==> src/rtl/dpi_sched_pkg.sv <==
// Shared types and defaults for the DFA flow scheduler: FSM encoding and
// default channel, burst and engine-state widths.
package dpi_sched_pkg;

  localparam int NUM_CH_DEF    = 4;
  localparam int STATE_W_DEF   = 11;
  localparam int BURST_MAX_DEF = 16;

  typedef enum logic [1:0] {
    ST_IDLE    = 2'd0,
    ST_RESTORE = 2'd1,
    ST_RUN     = 2'd2,
    ST_SAVE    = 2'd3
  } sched_state_e;

endpackage

==> src/rtl/dpi_rr_arbiter.sv <==
// Round-robin arbiter: grants the lowest requesting index strictly after the
// last granted one, wrapping; the pointer moves only when advance_i is high.
module dpi_rr_arbiter #(
  parameter int NUM_CH = 4,
  parameter int IDX_W  = (NUM_CH > 1) ? $clog2(NUM_CH) : 1
) (
  input  logic              clk,
  input  logic              rst,
  input  logic [NUM_CH-1:0] req_i,
  input  logic              advance_i,
  output logic [NUM_CH-1:0] grant_o,
  output logic [IDX_W-1:0]  grant_idx_o
);

  logic [IDX_W-1:0] last_q, last_d;
  logic [IDX_W-1:0] cand;

  // Scan from the farthest candidate to the nearest so the nearest wins.
  always_comb begin
    grant_o     = '0;
    grant_idx_o = '0;
    cand        = '0;
    for (int k = NUM_CH; k >= 1; k--) begin
      cand = IDX_W'((int'(last_q) + k) % NUM_CH);
      if (req_i[cand]) begin
        grant_o       = '0;
        grant_o[cand] = 1'b1;
        grant_idx_o   = cand;
      end
    end
  end

  always_comb begin
    last_d = advance_i ? grant_idx_o : last_q;
  end

  always_ff @(posedge clk) begin
    if (rst) last_q <= IDX_W'(NUM_CH - 1);
    else     last_q <= last_d;
  end

endmodule

==> src/rtl/dpi_flow_scheduler.sv <==
// Time-multiplexes one DFA engine across NUM_CH byte channels by restoring a
// per-channel context, streaming a burst of bytes, then saving the context.
module dpi_flow_scheduler
  import dpi_sched_pkg::*;
#(
  parameter int NUM_CH    = NUM_CH_DEF,
  parameter int BURST_MAX = BURST_MAX_DEF,
  parameter int STATE_W   = STATE_W_DEF,
  localparam int IDX_W    = (NUM_CH > 1) ? $clog2(NUM_CH) : 1,
  localparam int BW       = $clog2(BURST_MAX + 1)
) (
  input  logic                clk,
  input  logic                rst,
  input  logic [8*NUM_CH-1:0] ch_data,
  input  logic [NUM_CH-1:0]   ch_vld,
  input  logic [NUM_CH-1:0]   ch_sop,
  input  logic [NUM_CH-1:0]   ch_eop,
  output logic [NUM_CH-1:0]   ch_rdy,
  output logic [7:0]          eng_char_in,
  output logic                eng_char_in_vld,
  output logic [STATE_W-1:0]  eng_state_in,
  output logic                eng_state_in_vld,
  input  logic [STATE_W-1:0]  eng_state_out,
  input  logic                eng_accept_out,
  output logic                match_vld,
  output logic [IDX_W-1:0]    match_ch,
  output logic                match_eop,
  output logic                busy,
  output sched_state_e        dbg_state
);

  // Handshake: a channel byte transfers in a cycle where ch_vld[i] & ch_rdy[i];
  // ch_rdy never depends on anything but the granted channel's vld/sop.
  sched_state_e       state_q, state_d;
  logic [IDX_W-1:0]   g_q, g_d;
  logic [BW-1:0]      burst_q, burst_d;
  logic               last_eop_q, last_eop_d;
  logic [STATE_W-1:0] ctx_q [NUM_CH];
  logic               match_vld_q, match_eop_q;
  logic [IDX_W-1:0]   match_ch_q;

  logic [NUM_CH-1:0]  arb_grant;
  logic [IDX_W-1:0]   arb_idx;
  logic               arb_adv;
  logic               vld_g, sop_g, eop_g, mid_sop, take, hit;
  logic [7:0]         data_g;

  dpi_rr_arbiter #(.NUM_CH(NUM_CH), .IDX_W(IDX_W)) u_arb (
    .clk         (clk),
    .rst         (rst),
    .req_i       (ch_vld),
    .advance_i   (arb_adv),
    .grant_o     (arb_grant),
    .grant_idx_o (arb_idx)
  );

  always_comb begin
    data_g = '0;
    for (int i = 0; i < NUM_CH; i++) begin
      if (g_q == IDX_W'(i)) data_g = ch_data[8*i +: 8];
    end
  end

  assign vld_g   = ch_vld[g_q];
  assign sop_g   = ch_sop[g_q];
  assign eop_g   = ch_eop[g_q];
  // A packet start after the first byte of a grant belongs to the next grant.
  assign mid_sop = sop_g && (burst_q != '0);
  assign take    = (state_q == ST_RUN) && vld_g && !mid_sop;
  assign hit     = take && eng_accept_out;
  assign arb_adv = (state_q == ST_IDLE) && (|arb_grant);

  always_ff @(posedge clk) begin
    if (rst) state_q <= ST_IDLE;
    else     state_q <= state_d;
  end

  always_comb begin
    state_d = state_q;
    unique case (state_q)
      ST_IDLE:    if (arb_adv) state_d = ST_RESTORE;
      ST_RESTORE: state_d = ST_RUN;
      ST_RUN:     if (!take || eop_g || (burst_q == BW'(BURST_MAX - 1))) state_d = ST_SAVE;
      ST_SAVE:    state_d = ST_IDLE;
      default:    state_d = ST_IDLE;
    endcase
  end

  always_comb begin
    ch_rdy           = '0;
    eng_char_in      = '0;
    eng_char_in_vld  = 1'b0;
    eng_state_in     = '0;
    eng_state_in_vld = 1'b0;
    if (state_q == ST_RESTORE) begin
      eng_state_in_vld = 1'b1;
      eng_state_in     = sop_g ? '0 : ctx_q[g_q];
    end
    if (take) begin
      ch_rdy[g_q]     = 1'b1;
      eng_char_in_vld = 1'b1;
      eng_char_in     = data_g;
    end
  end

  always_comb begin
    g_d        = g_q;
    burst_d    = burst_q;
    last_eop_d = last_eop_q;
    if (arb_adv) begin
      g_d        = arb_idx;
      burst_d    = '0;
      last_eop_d = 1'b0;
    end else if (take) begin
      burst_d    = burst_q + BW'(1);
      last_eop_d = eop_g;
    end
  end

  always_ff @(posedge clk) begin
    if (rst) begin
      g_q         <= '0;
      burst_q     <= '0;
      last_eop_q  <= 1'b0;
      match_vld_q <= 1'b0;
      match_ch_q  <= '0;
      match_eop_q <= 1'b0;
      for (int i = 0; i < NUM_CH; i++) ctx_q[i] <= '0;
    end else begin
      g_q         <= g_d;
      burst_q     <= burst_d;
      last_eop_q  <= last_eop_d;
      match_vld_q <= hit;
      match_ch_q  <= hit ? g_q : '0;
      match_eop_q <= hit && eop_g;
      // A packet that ended inside this grant leaves a fresh context behind.
      if (state_q == ST_SAVE) ctx_q[g_q] <= last_eop_q ? '0 : eng_state_out;
    end
  end

  assign match_vld = match_vld_q;
  assign match_ch  = match_ch_q;
  assign match_eop = match_eop_q;
  assign busy      = (state_q != ST_IDLE);
  assign dbg_state = state_q;

endmodule

==> config.mk <==
export PLATFORM = sky130hd
export DESIGN_NAME = dpi_flow_scheduler
export DESIGN_NICKNAME = d
export VERILOG_FILES = /design/src/rtl/dpi_sched_pkg.sv /design/src/rtl/dpi_rr_arbiter.sv /design/src/rtl/dpi_flow_scheduler.sv
export SDC_FILE = /design/constraint.sdc
export NUM_CORES = 1
export LEC_CHECK = 0
export ABC_CLOCK_PERIOD_IN_PS = 6840
export CAP_MARGIN = 15
export CORE_MARGIN = 3
export CORE_UTILIZATION = 50
export DETAILED_ROUTE_END_ITERATION = 10
export PLACE_DENSITY = 0.82
export SLEW_MARGIN = 20
export SYNTH_ARGS = -nofsm -noshare
export SYNTH_HDL_FRONTEND = slang
export SYNTH_SLANG_ARGS = --single-unit
==> constraint.sdc <==
create_clock -name clk -period 6.84 [get_ports clk]
set_input_delay 1.368 -clock clk [delete_from_list [all_inputs] [get_ports clk]]
set_output_delay 1.368 -clock clk [all_outputs]
set_load 0.05 [all_outputs]
---- Word level (Yosys, flattened, before mapping) ----
Memories as Yosys holds them, arrays and structs flattened. A register that Yosys moved wholly into a read port is not among the register bits.
Index checks and enable logic that the tools add are counted.
storage, ports and cells
  bits in registers ....................... 16
  RAM bits ................................ 44
  input bits .............................. 58
  output and inout bits ................... 32
  word-level logic and storage cells ...... 114
  memories kept ........................... 1
memories
  memory  words  bits a word  rd ports  clocked after memory_dff  wr ports  line                      text
  ctx_q   4      11           1         1                         4         dpi_flow_scheduler.sv:38  logic [STATE_W-1:0] ctx_q [NUM_CH];
operators by class
  add/subtract/negate cells ............... 5
  order comparisons ....................... 10
  eq/ne operators ......................... 9
  muxes and demuxes ....................... 56
  bitwise gates (word level) .............. 1
  reductions and logical operators ........ 24
operators with widths
  cell                 count
  $mux 11              4
  $mux 8               5
  $mux 1               20
  $mux 4               5
  $mux 2               9
  $lt 2x3->1 const B   5
  $bmux 1 s2           7
  $logic_and 1x1->1    11
  $reduce_or 11->1     1
  $demux 1 s2          5
  $ge 2x1->1 const B   5
  $eq 2x2->1 const B   4
  $pmux 2 s4           1
  $add 5x1->5 const B  1
  $eq 5x4->1 const B   1
  $reduce_bool 5->1    1
  $add 2x1->2 const B  2
  $add 2x2->2 const B  2
  $eq 2x1->1 const B   2
  $logic_not 2->1      2
  $ne 2x1->1 const B   2
  $reduce_or 2->1      2
  $reduce_or 4->1      1
  $logic_not 1->1      2
  other kinds (4)      5

---- Longest topological paths before layout ----
Gate-level depths: netlist of the first run.
  depth after elaboration ................. 13
  depth in mapped cells ................... 9
  depth with buffers taken out ............ 9

---- Hierarchy ----
From an unflattened synthesis of the first run, not the netlist that was laid out.
unflattened totals
  cells, all modules ...................... 317
  area, all modules ....................... 3649.8 um^2
by module, submodules not included
  module              times used  cells an instance  area an instance (um^2)  seq. area each (um^2)
  dpi_flow_scheduler  1           247                3071.7                   1641.6
  dpi_rr_arbiter      1           70                 578.1                    40.0

---- Worst setup path after synthesis of the first run ----
No wires, ideal clock.
  kind .................................... in2out
  start ................................... in ch_sop[3]
  end ..................................... out eng_char_in[0]
  arrival ................................. 3.470 ns
  required time ........................... 5.472 ns
  slack ................................... 2.002 ns
  stages on the path ...................... 6
  path buffers ............................ 1
  cells stage by stage .................... mux4_2 > o41ai_1 > o2111ai_2 > clkinv_1 > clkbuf_1 > and2_1
on the way
  longest elaborated chain between the ends .. 6
ends and longest elaborated chain
  item                          line                      text
  start, declared               dpi_flow_scheduler.sv:16  input logic [NUM_CH-1:0] ch_sop,
  $bmux 1 s2                    dpi_flow_scheduler.sv:65  assign sop_g = ch_sop[g_q];
  $mux 1 (implied by the code)  dpi_flow_scheduler.sv:65
  $logic_and 1x1->1             dpi_flow_scheduler.sv:68  assign mid_sop = sop_g && (burst_q != '0);
  $logic_not 1->1               dpi_flow_scheduler.sv:69  assign take = (state_q == ST_RUN) && vld_g && !mid_sop;
  $logic_and 1x1->1             dpi_flow_scheduler.sv:69
  $mux 8                        dpi_flow_scheduler.sv:99  if (take) begin
  end, declared                 dpi_flow_scheduler.sv:19  output logic [7:0] eng_char_in,
Every way passes these cells. The select of a mux whose other input is x is not followed.

---- Worst setup path in the final report of the first run ----
  start ................................... in ch_vld[1]
  end ..................................... out ch_rdy[3]
on the way
  longest elaborated chain between the ends .. 5
ends and longest elaborated chain
  item                            line                      text
  start, declared                 dpi_flow_scheduler.sv:15  input logic [NUM_CH-1:0] ch_vld,
  $bmux 1 s2                      dpi_flow_scheduler.sv:64  assign vld_g = ch_vld[g_q];
  $mux 1 (implied by the code)    dpi_flow_scheduler.sv:64
  $logic_and 1x1->1 (2 in a row)  dpi_flow_scheduler.sv:69
  $mux 4                          dpi_flow_scheduler.sv:99
  end, declared                   dpi_flow_scheduler.sv:18  output logic [NUM_CH-1:0] ch_rdy,
Every way passes these cells. The select of a mux whose other input is x is not followed.

==> out/metrics.csv, run 1 <==
metric,value,unit
Worst R2R Path Depth,8,
DRT iter0 DRCs,214,
cell area after synthesis,0.00347,mm²
htree depth,3,
die height,89.3,µm
port buffer count,89,
Final GP Congestion,0.939,
ANT nets after route,0,
width of the die,89.3,µm
area of the core,0.00653,mm²
setup ws final,1.36,ns
DP HPWL,6200,µm
crit end category,output port,
final wirelength,8420,µm
CTS sink cnt,62,
# setup viols final,0,
ant diodes,0,
P per Cell Area,335,mW/mm²
Slew @ Worst Pin,0.959,ns
GRT overflow,0,
Clock Latency Late Sink,0.34,ns
row cnt,29,
synth warn,0,
"Setup Fix Bufs, Post-CTS",0,
clock transition at the registers of the reported paths,0.06,ns
Crit Path Category,in -> out,
Post-synth ARST share,0,
Syn Nets,370,
initial antenna violation count,0,
"Cell Chain, Critical Path",clkdlybuf4s50_1 -> mux2_2 -> o2111ai_2 -> clkinv_1 -> and3_1 -> clkdlybuf4s50_1,
DRC Markers,0,
CTS Buf Count,9,
"Avg Cell Area, Syn",11.7,µm²
hold path cells,2,
"Req. time, crit path",5.47,ns
Syn Inst Count,297,
Hold WS,0.534,ns
Fmax,183,MHz
placed cell areas,0.00441,mm²
Max rail drop VDD,0.333,mV
vias in the first global route,2675,
Post-synth EDFFs,44,
Root Driver,clkbuf_8,
Avg WL per Cell,18.0,µm
cell mode on critical path,clkdlybuf4s50_1,
post-synthesis sequential area ratio,0.485,
via count,2662,
period utilisation layout,0.800,
RSZ-0062 raised after global routing,no,
Worst Setup Start Kind,primary input,
worst path arrival time,4.11,ns
dominant synthesized flop cell,edfxtp_1,
initial core utilization,0.531,
die area,0.00797,mm²
final hold violation count,0,
post-synthesis cell type count,45,
relative slew slack,0.354,
Worst Setup SP,ch_vld[1],
Critical Path Fanout Max,17,
min Tclk post-route,5.48,ns
hold-fix buffer count after cts,0,
drt first pass iters,4,
"Slowest-stage cell, CP",clkdlybuf4s50_1,
share of layout cells above drive strength 1,0.141,
CTS resizes,0,
Setup TNS Final,0,ns
growth of design area from synthesis to finish,33.3,%
Longest Clk Path Bufs,2,
status,"finished, final reports clean",
IO Count,90,
CP max stage delay,0.69,ns
GR Util All Layers,0.229,
HP Class,reg -> reg,
pre-CTS WS,1.39,ns
Pleak,0.00179,µW
first-pass GRT wire length,13500,µm
Setup Skew,0.00910,ns
Worst setup endpoint,ch_rdy[3],
r2r setup slk,3.74,ns
largest net degree at the start of global routing,20,
vias per inst,5.70,
cell area after layout,0.00462,mm²
R2R Path Start,u_arb.last_q[0],
TritonCTS clock tree,built,
Max-cap violations,0,
Yosys reg bits,62,
Nets,458,
Max Slew Vio Count,0,
[per-stage QoR]
stage | power, µW | util | std cells
after floorplan | 1020 | - | 297
after global placement | 1210 | 0.675 | 451
after detailed placement | 1220 | 0.675 | 451
after CTS | 1550 | 0.707 | 467
after global routing | 1630 | 0.707 | 467
final | 1550 | 0.707 | 467
[routing by layer]
layer | GRT usage | share of wire
met1 | 0.285 | 0.41
met2 | 0.401 | 0.52
met3 | 0.0535 | 0.053
met4 | 0.0650 | 0.016
met5 | 0 | 0
[flip-flops by register name, summed over array words and instances, names as in the netlist, named ones only]
register	count
ctx_q	44
burst_q	5
dbg_state	2
g_q	2
match_ch	2
u_arb.last_q	2
last_eop_q	1
match_eop	1
match_vld	1
[logic make-up after synthesis]
kind of cell	Yosys count	share of synthesized area
muxes	31	0.177
AOI/OAI and AO/OA	29	0.0671
adders and majority gates	15	0.0541
buffers and inverters	43	0.0512
and+or+nand+nor	114	0.158
DFF	62	0.485
xor gates and xnor gates	3	0.00758
[synth_stat cells (all sizes together), types with 2 or more instances]
library cell,number,area (µm²)
mux2i,4,40.0
edfxtp,44,1320
and3,3,18.8
or3,3,18.8
nor2,49,184
nor3,7,40.0
nand2b,3,18.8
a21oi,7,35.0
and2,13,81.3
inv,25,93.8
mux4,24,541
xnor2,3,26.3
nor2b,12,75.1
nand3,3,15.0
buf,7,42.5
or2,2,12.5
o21ai,6,30.0
mux2,3,33.8
ha,15,188
nand2,18,75.1
dfxtp,18,360
clkbuf,10,37.5
[power by group]
group / internal, µW / switching (µW)
Sequential: 447 / 80.4
Clock: 190 / 141
Combinational: 310 / 378
[layout make-up]
class | instances | area (µm²)
Clock buffer | 11 | 153
Timing Repair Buffer | 94 | 928
Fill cell | 486 | 1910
Inverter | 26 | 97.6
Sequential cell | 62 | 1680
Tap cell | 77 | 96.3
Multi-Input combinational cell | 192 | 1610
Clock inverter | 5 | 56.3
[worst min path at each step]
stage	endpoint	slack, ns	startpoint
after global placement	last_eop_q	0.51	last_eop_q
after floorplan	last_eop_q	0.46	last_eop_q
after detailed placement	dbg_state[1]	0.51	dbg_state[1]
after global routing	burst_q[4]	0.56	burst_q[4]
after CTS	dbg_state[1]	0.54	dbg_state[1]
final	dbg_state[1]	0.53	dbg_state[1]
[critical path, delay by kind of cell]
| kind | cells | cell delay [ns] |
|---|---|---|
| and+or+nand+nor | 1 | 0.35 |
| AOI/OAI and AO/OA | 1 | 0.29 |
| muxes | 1 | 0.35 |
| buffers and inverters | 3 | 1.73 |
[cell usage in the layout (no fill, tap or decap), types with 9 or more instances in the layout]
cell / synthesis / layout
dfxtp_1: 18 / 18
nand2_1: 17 / 17
ha_1: 15 / 15
inv_1: 25 / 25
mux4_2: 24 / 24
and2_1: 13 / 13
clkbuf_8: 0 / 9
clkdlybuf4s50_1: 0 / 89
nor2_1: 49 / 49
edfxtp_1: 44 / 44
nor2b_1: 12 / 12
(Power assumes the default switching activity.)
==> run 2: changes to the inputs <==
--- a/config.mk
+++ b/config.mk
@@ -5,12 +5,12 @@
 export SDC_FILE = /design/constraint.sdc
 export NUM_CORES = 1
 export LEC_CHECK = 0
-export ABC_CLOCK_PERIOD_IN_PS = 6840
+export ABC_CLOCK_PERIOD_IN_PS = 5300
 export CAP_MARGIN = 15
 export CORE_MARGIN = 3
-export CORE_UTILIZATION = 50
+export CORE_UTILIZATION = 49
 export DETAILED_ROUTE_END_ITERATION = 10
-export PLACE_DENSITY = 0.82
+export PLACE_DENSITY = 0.8
 export SLEW_MARGIN = 20
 export SYNTH_ARGS = -nofsm -noshare
 export SYNTH_HDL_FRONTEND = slang
==> constraint.sdc (replaced) <==
create_clock -name clk -period 5.3 [get_ports clk]
set_input_delay 1.06 -clock clk [delete_from_list [all_inputs] [get_ports clk]]
set_output_delay 1.06 -clock clk [all_outputs]
set_load 0.05 [all_outputs]
==> out/metrics.csv, run 2 (same netlist as run 1, synthesis figures left out) <==
metric,value,unit,change
via count,2583,,-3.0%
min Tclk post-route,4.65,ns,
vias in the first global route,2684,,+0.34%
HP Class,reg -> reg,,
Clock Latency Late Sink,0.33,ns,about the same
Avg WL per Cell,17.0,µm,-5.7%
"Req. time, crit path",4.24,ns,-1.23 ns
cell mode on critical path,clkdlybuf4s50_1,,
relative slew slack,0.486,,+0.133
GRT overflow,0,,unchanged
Pint,1210,µW,+28%
Worst Setup Start Kind,primary input,,
Worst R2R Path Depth,8,,unchanged
Largest register FFs,44,,unchanged
initial core utilization,0.508,,-0.0233
initial antenna violation count,0,,unchanged
"commonest non-fill, non-tap cell in the layout",clkdlybuf4s50_1,,
crit end category,output port,,
met2 Track Usage GR,0.395,,-0.00601
IO Count,90,,unchanged
Setup TNS Final,0,ns,unchanged
DRT iter0 DRCs,112,,-48%
Slew @ Worst Pin,0.762,ns,-0.197 ns
clock transition at the registers of the reported paths,0.07,ns,about the same
Fmax,215,MHz,
"Slowest-stage cell, CP",clkdlybuf4s50_1,,
CTS Buf Count,9,,unchanged
hold-fix buffer count after cts,0,,unchanged
vias per inst,5.30,,-7.0%
Pleak,0.00179,µW,+0.21%
met3 GRT Util,0.0444,,-0.00910
drt first pass iters,4,,unchanged
status,"finished, final reports clean",,
Nets,459,,+0.22%
M1 GR Usage,0.234,,-0.0508
Worst setup endpoint,ch_rdy[3],,
area of the core,0.00683,mm²,+4.6%
row cnt,30,,+3.4%
Setup Skew,0.00662,ns,-0.00248 ns
Crit Path Category,in -> out,,
# setup viols final,0,,unchanged
"CP delay by family, top",buffers and inverters,,
first-pass GRT wire length,13200,µm,-2.3%
Crit path depth,6,,unchanged
most frequent cells in the layout,"clkdlybuf4s50_1 (89), nor2_1 (49), edfxtp_1 (44)",,
Hold WS,0.513,ns,-0.0204 ns
Psw,776,µW,+29%
worst path arrival time,3.59,ns,-0.52 ns
growth of design area from synthesis to finish,34.1,%,
Max Slew Vio Count,0,,unchanged
Sw Ratio,0.391,,+0.00301
final wirelength,8280,µm,-1.7%
"Setup Fix Bufs, Post-CTS",0,,unchanged
Logic pwr share,0.445,,about the same
Max-cap violations,0,,unchanged
CP max stage delay,0.70,ns,about the same
htree depth,3,,unchanged
Critical Path Fanout Max,11,,-6
width of the die,90.1,µm,+0.95%
die height,90.1,µm,+0.95%
Worst Setup SP,ch_vld[1],,
Root Driver,clkbuf_8,,
global route hottest layer,met2,,
reg2reg end,u_arb.last_q[0],,
ant diodes,0,,unchanged
"Cell Chain, Critical Path",clkdlybuf4s50_1 -> mux2_2 -> o2111ai_2 -> clkinv_1 -> and3_1 -> clkdlybuf4s50_1,,
CTS sink cnt,62,,unchanged
share of layout cells above drive strength 1,0.146,,+0.00475
GR Util All Layers,0.207,,-0.0227
largest net degree at the start of global routing,20,,unchanged
largest reg by FF count,ctx_q,,
RSZ-0062 raised after global routing,no,,
Longest Clk Path Bufs,2,,unchanged
TritonCTS clock tree,built,,
top flop regs,"ctx_q: 44 flops, burst_q: 5 flops",,
Final GP Congestion,0.868,,-7.5%
CTS resizes,0,,unchanged
clock power share,0.214,,about the same
P per Cell Area,427,mW/mm²,+28%
period utilisation layout,0.877,,
Max rail drop VDD,0.324,mV,-2.8%
placed cell areas,0.00444,mm²,+0.71%
R2R Path Start,u_arb.last_q[0],,
DP HPWL,6140,µm,-0.95%
ANT nets after route,0,,unchanged
sequential share of power,0.341,,about the same
port buffer count,89,,unchanged
cell area after layout,0.00465,mm²,+0.62%
die area,0.00812,mm²,+1.9%
r2r setup slk,2.21,ns,-1.53 ns
final hold violation count,0,,unchanged
CP Buf/Inv Count,3,,unchanged
power consumption,1990,µW,+28%
DRC Markers,0,,unchanged
Final Util,0.681,,-0.0269
run 2: cell types whose count changed in the layout (fill, tap and decap cells not counted), sizes merged:
cell    delta
buf        +1
inv        +1
clkbuf     -1
run 2: worst min-delay path by stage:
stage / cells past startpoint / start / slack (ns) / end
after detailed placement: 2 / last_eop_q / 0.49 / last_eop_q
final: 2 / last_eop_q / 0.51 / last_eop_q
after CTS: 2 / last_eop_q / 0.51 / last_eop_q
after global placement: 2 / last_eop_q / 0.48 / last_eop_q
after global routing: 2 / last_eop_q / 0.56 / last_eop_q
after floorplan: 2 / last_eop_q / 0.46 / last_eop_q
run 2: worst register-to-register path: stages, from the launching register on:
cell and delay [ns]:
dfxtp_1 0.68, inv_1 0.25, ha_1 0.48, mux4_2 0.59
a21oi_1 0.13, o32a_2 0.19, o221ai_4 0.18, nor3_2 0.32
o21ai_0 0.13
run 2: cell type report:
class | count | area, µm²
clock buffers | 10 | 138
clock inverters | 6 | 68.8
fillers | 545 | 2180
inverters | 26 | 97.6
multi-input cells | 192 | 1610
flip-flops and latches | 62 | 1680
well taps | 96 | 120
repair buffers | 95 | 936
run 2: metrics by stage:
stage / cells / setup WS, ns
final: 487 / 0.653
after floorplan: 297 / 1.08
after CTS: 487 / 0.660
after global placement: 471 / 0.730
after global routing: 487 / 0.523
after detailed placement: 471 / 0.669
run 2: power by group through the flow:
stage	Sequential, µW	Clock, µW	Combinational, µW
after floorplan	636	0	685
after global placement	686	0	865
after detailed placement	689	0	884
after CTS	680	429	888
after global routing	691	449	945
final	678	425	883
run 2: metal layers:
layer,wire (µm),vias up
li1,-,1234
met1,3230,1274
met2,4650,66
met3,334,9
met4,67,0
met5,0,-
==> run 3: changes to the inputs <==
--- a/config.mk
+++ b/config.mk
@@ -10,7 +10,7 @@
 export CORE_MARGIN = 3
 export CORE_UTILIZATION = 49
 export DETAILED_ROUTE_END_ITERATION = 10
-export PLACE_DENSITY = 0.8
+export PLACE_DENSITY_LB_ADDON = 0.08
 export SLEW_MARGIN = 20
 export SYNTH_ARGS = -nofsm -noshare
 export SYNTH_HDL_FRONTEND = slang
==> out/metrics.csv, run 3 (same netlist as run 1, synthesis figures left out) <==
metric,value,unit,change
CTS sink cnt,62,,unchanged
r2r setup slk,2.25,ns,+0.04 ns
Max Slew Vio Count,0,,unchanged
Pleak,0.00178,µW,-0.56%
GR Util All Layers,0.204,,-0.00328
die area,0.00812,mm²,unchanged
hold-fix buffer count after cts,0,,unchanged
hold path cells,2,,unchanged
vias in the first global route,2575,,-4.1%
IO Count,90,,unchanged
CTS Buf Count,9,,unchanged
ant diodes,0,,unchanged
Nets,457,,-0.44%
most frequent cells in the layout,"clkdlybuf4s50_1 (89), nor2_1 (49), edfxtp_1 (44)",,
CP max stage delay,0.69,ns,about the same
DRT iter0 DRCs,129,,+15%
"Slowest-stage cell, CP",clkdlybuf4s50_1,,
Root Driver,clkbuf_8,,
period utilisation layout,0.923,,+0.0461
dpl cells,469,,-0.42%
P per Cell Area,427,mW/mm²,about the same
Largest register FFs,44,,unchanged
R2R Path Start,u_arb.last_q[0],,
HP Class,reg -> reg,,
initial core utilization,0.508,,unchanged
# setup viols final,0,,unchanged
drt first pass iters,4,,unchanged
Worst Setup Start Kind,primary input,,
"commonest non-fill, non-tap cell in the layout",clkdlybuf4s50_1,,
status,"finished, final reports clean",,
final wirelength,8060,µm,-2.6%
worst path arrival time,3.83,ns,+0.24 ns
area of the core,0.00683,mm²,unchanged
top flop regs,"ctx_q: 44 flops, burst_q: 5 flops",,
Setup Skew,0.00419,ns,-0.00243 ns
Critical Path Fanout Max,17,,+6
final hold violation count,0,,unchanged
clock transition at the registers of the reported paths,0.06,ns,about the same
RSZ-0062 raised after global routing,no,,
growth of design area from synthesis to finish,33.7,%,
crit end category,output port,,
"Req. time, crit path",4.24,ns,about the same
Setup TNS Final,0,ns,unchanged
fin cells,485,,-0.41%
largest reg by FF count,ctx_q,,
first-pass GRT wire length,12900,µm,-1.9%
Worst R2R Path Depth,8,,unchanged
port buffer count,89,,unchanged
share of layout cells above drive strength 1,0.134,,-0.0121
"Setup Fix Bufs, Post-CTS",0,,unchanged
largest net degree at the start of global routing,20,,unchanged
Worst setup endpoint,ch_rdy[3],,
GRT overflow,0,,unchanged
Worst Setup SP,ch_vld[1],,
Longest Clk Path Bufs,2,,unchanged
min Tclk post-route,4.89,ns,+0.244 ns
Avg WL per Cell,16.6,µm,-2.2%
Crit Path Category,in -> out,,
width of the die,90.1,µm,unchanged
Fmax,204,MHz,-5.0%
die height,90.1,µm,unchanged
initial antenna violation count,0,,unchanged
ANT nets after route,0,,unchanged
Slew @ Worst Pin,0.819,ns,+0.0564 ns
htree depth,3,,unchanged
relative slew slack,0.451,,-0.0352
via count,2553,,-1.2%
Max-cap violations,0,,unchanged
DRC Markers,0,,unchanged
TritonCTS clock tree,built,,
cell mode on critical path,clkdlybuf4s50_1,,
Clock Latency Late Sink,0.33,ns,about the same
DP HPWL,5890,µm,-4.1%
"Cell Chain, Critical Path",clkdlybuf4s50_1 -> mux2_2 -> o2111ai_2 -> clkinv_1 -> and3_1 -> clkdlybuf4s50_1,,
Max rail drop VDD,0.429,mV,+32%
row cnt,30,,unchanged
vias per inst,5.26,,-0.75%
CTS resizes,0,,unchanged
Final GP Congestion,0.843,,-2.9%
==> run 3: cell count changes in the layout (fill, tap and decap cells not counted) <==
cell / previous run / this run
clkinv_1: 1 / 4
bufinv_16: 1 / 2
buf_4: 6 / 4
nor3_1: 6 / 5
clkbuf_1: 0 / 1
clkinvlp_4: 1 / 0
inv_6: 1 / 0
nor3_2: 1 / 2
clkbuf_8: 10 / 9
clkinv_4: 2 / 0
==> run 3: per-stage QoR <==
stage / setup slack (ns) / util / hold slack (ns) / total power (µW) / instance area, µm²
after floorplan: 1.08 / - / 0.462 / 1320 / 3470
after global placement: 0.452 / 0.649 / 0.514 / 1560 / 4430
after detailed placement: 0.395 / 0.649 / 0.518 / 1560 / 4430
after CTS: 0.385 / 0.679 / 0.528 / 1990 / 4640
after global routing: 0.214 / 0.679 / 0.552 / 2090 / 4640
final: 0.408 / 0.679 / 0.527 / 1980 / 4640
==> run 3: cell type report <==
cell class | instances | area (µm²)
flip-flops and latches | 62 | 1680
fillers | 560 | 2190
repair buffers | 93 | 921
inverters | 26 | 97.6
multi-input cells | 192 | 1610
well taps | 96 | 120
clock inverters | 6 | 76.3
clock buffers | 10 | 128
==> run 3: critical path, delay by kind of cell <==
kind / cells / cell delay (ns)
buffers and inverters: 3 / 1.74
and+or+nand+nor: 1 / 0.36
muxes: 1 / 0.35
AOI/OAI and AO/OA: 1 / 0.32
==> run 3: how the worst min path moves through the flow <==
stage | start | to | slack [ns]
4_1_cts | dbg_state[1] | dbg_state[1] | 0.53
3_3_place_gp | dbg_state[1] | dbg_state[1] | 0.51
2_1_floorplan | last_eop_q | last_eop_q | 0.46
3_5_place_dp | dbg_state[1] | dbg_state[1] | 0.52
6_report | dbg_state[1] | dbg_state[1] | 0.53
5_1_grt | dbg_state[1] | dbg_state[1] | 0.55
==> run 3: layer usage <==
metal / vias up / routed length, µm / global-route usage
met1: 1234 / 3330 / 0.262
met2: 82 / 4170 / 0.353
met3: 5 / 508 / 0.0494
met5: - / 0 / 0
li1: 1232 / - / -
met4: 0 / 48 / 0.0383
==> run 3: report_power, final <==
group / total, µW / internal (µW) / switching, µW
Clock: 431 / 259 / 172
Sequential: 687 / 577 / 110
Combinational: 862 / 398 / 464
Total: 1980 / 1230 / 745
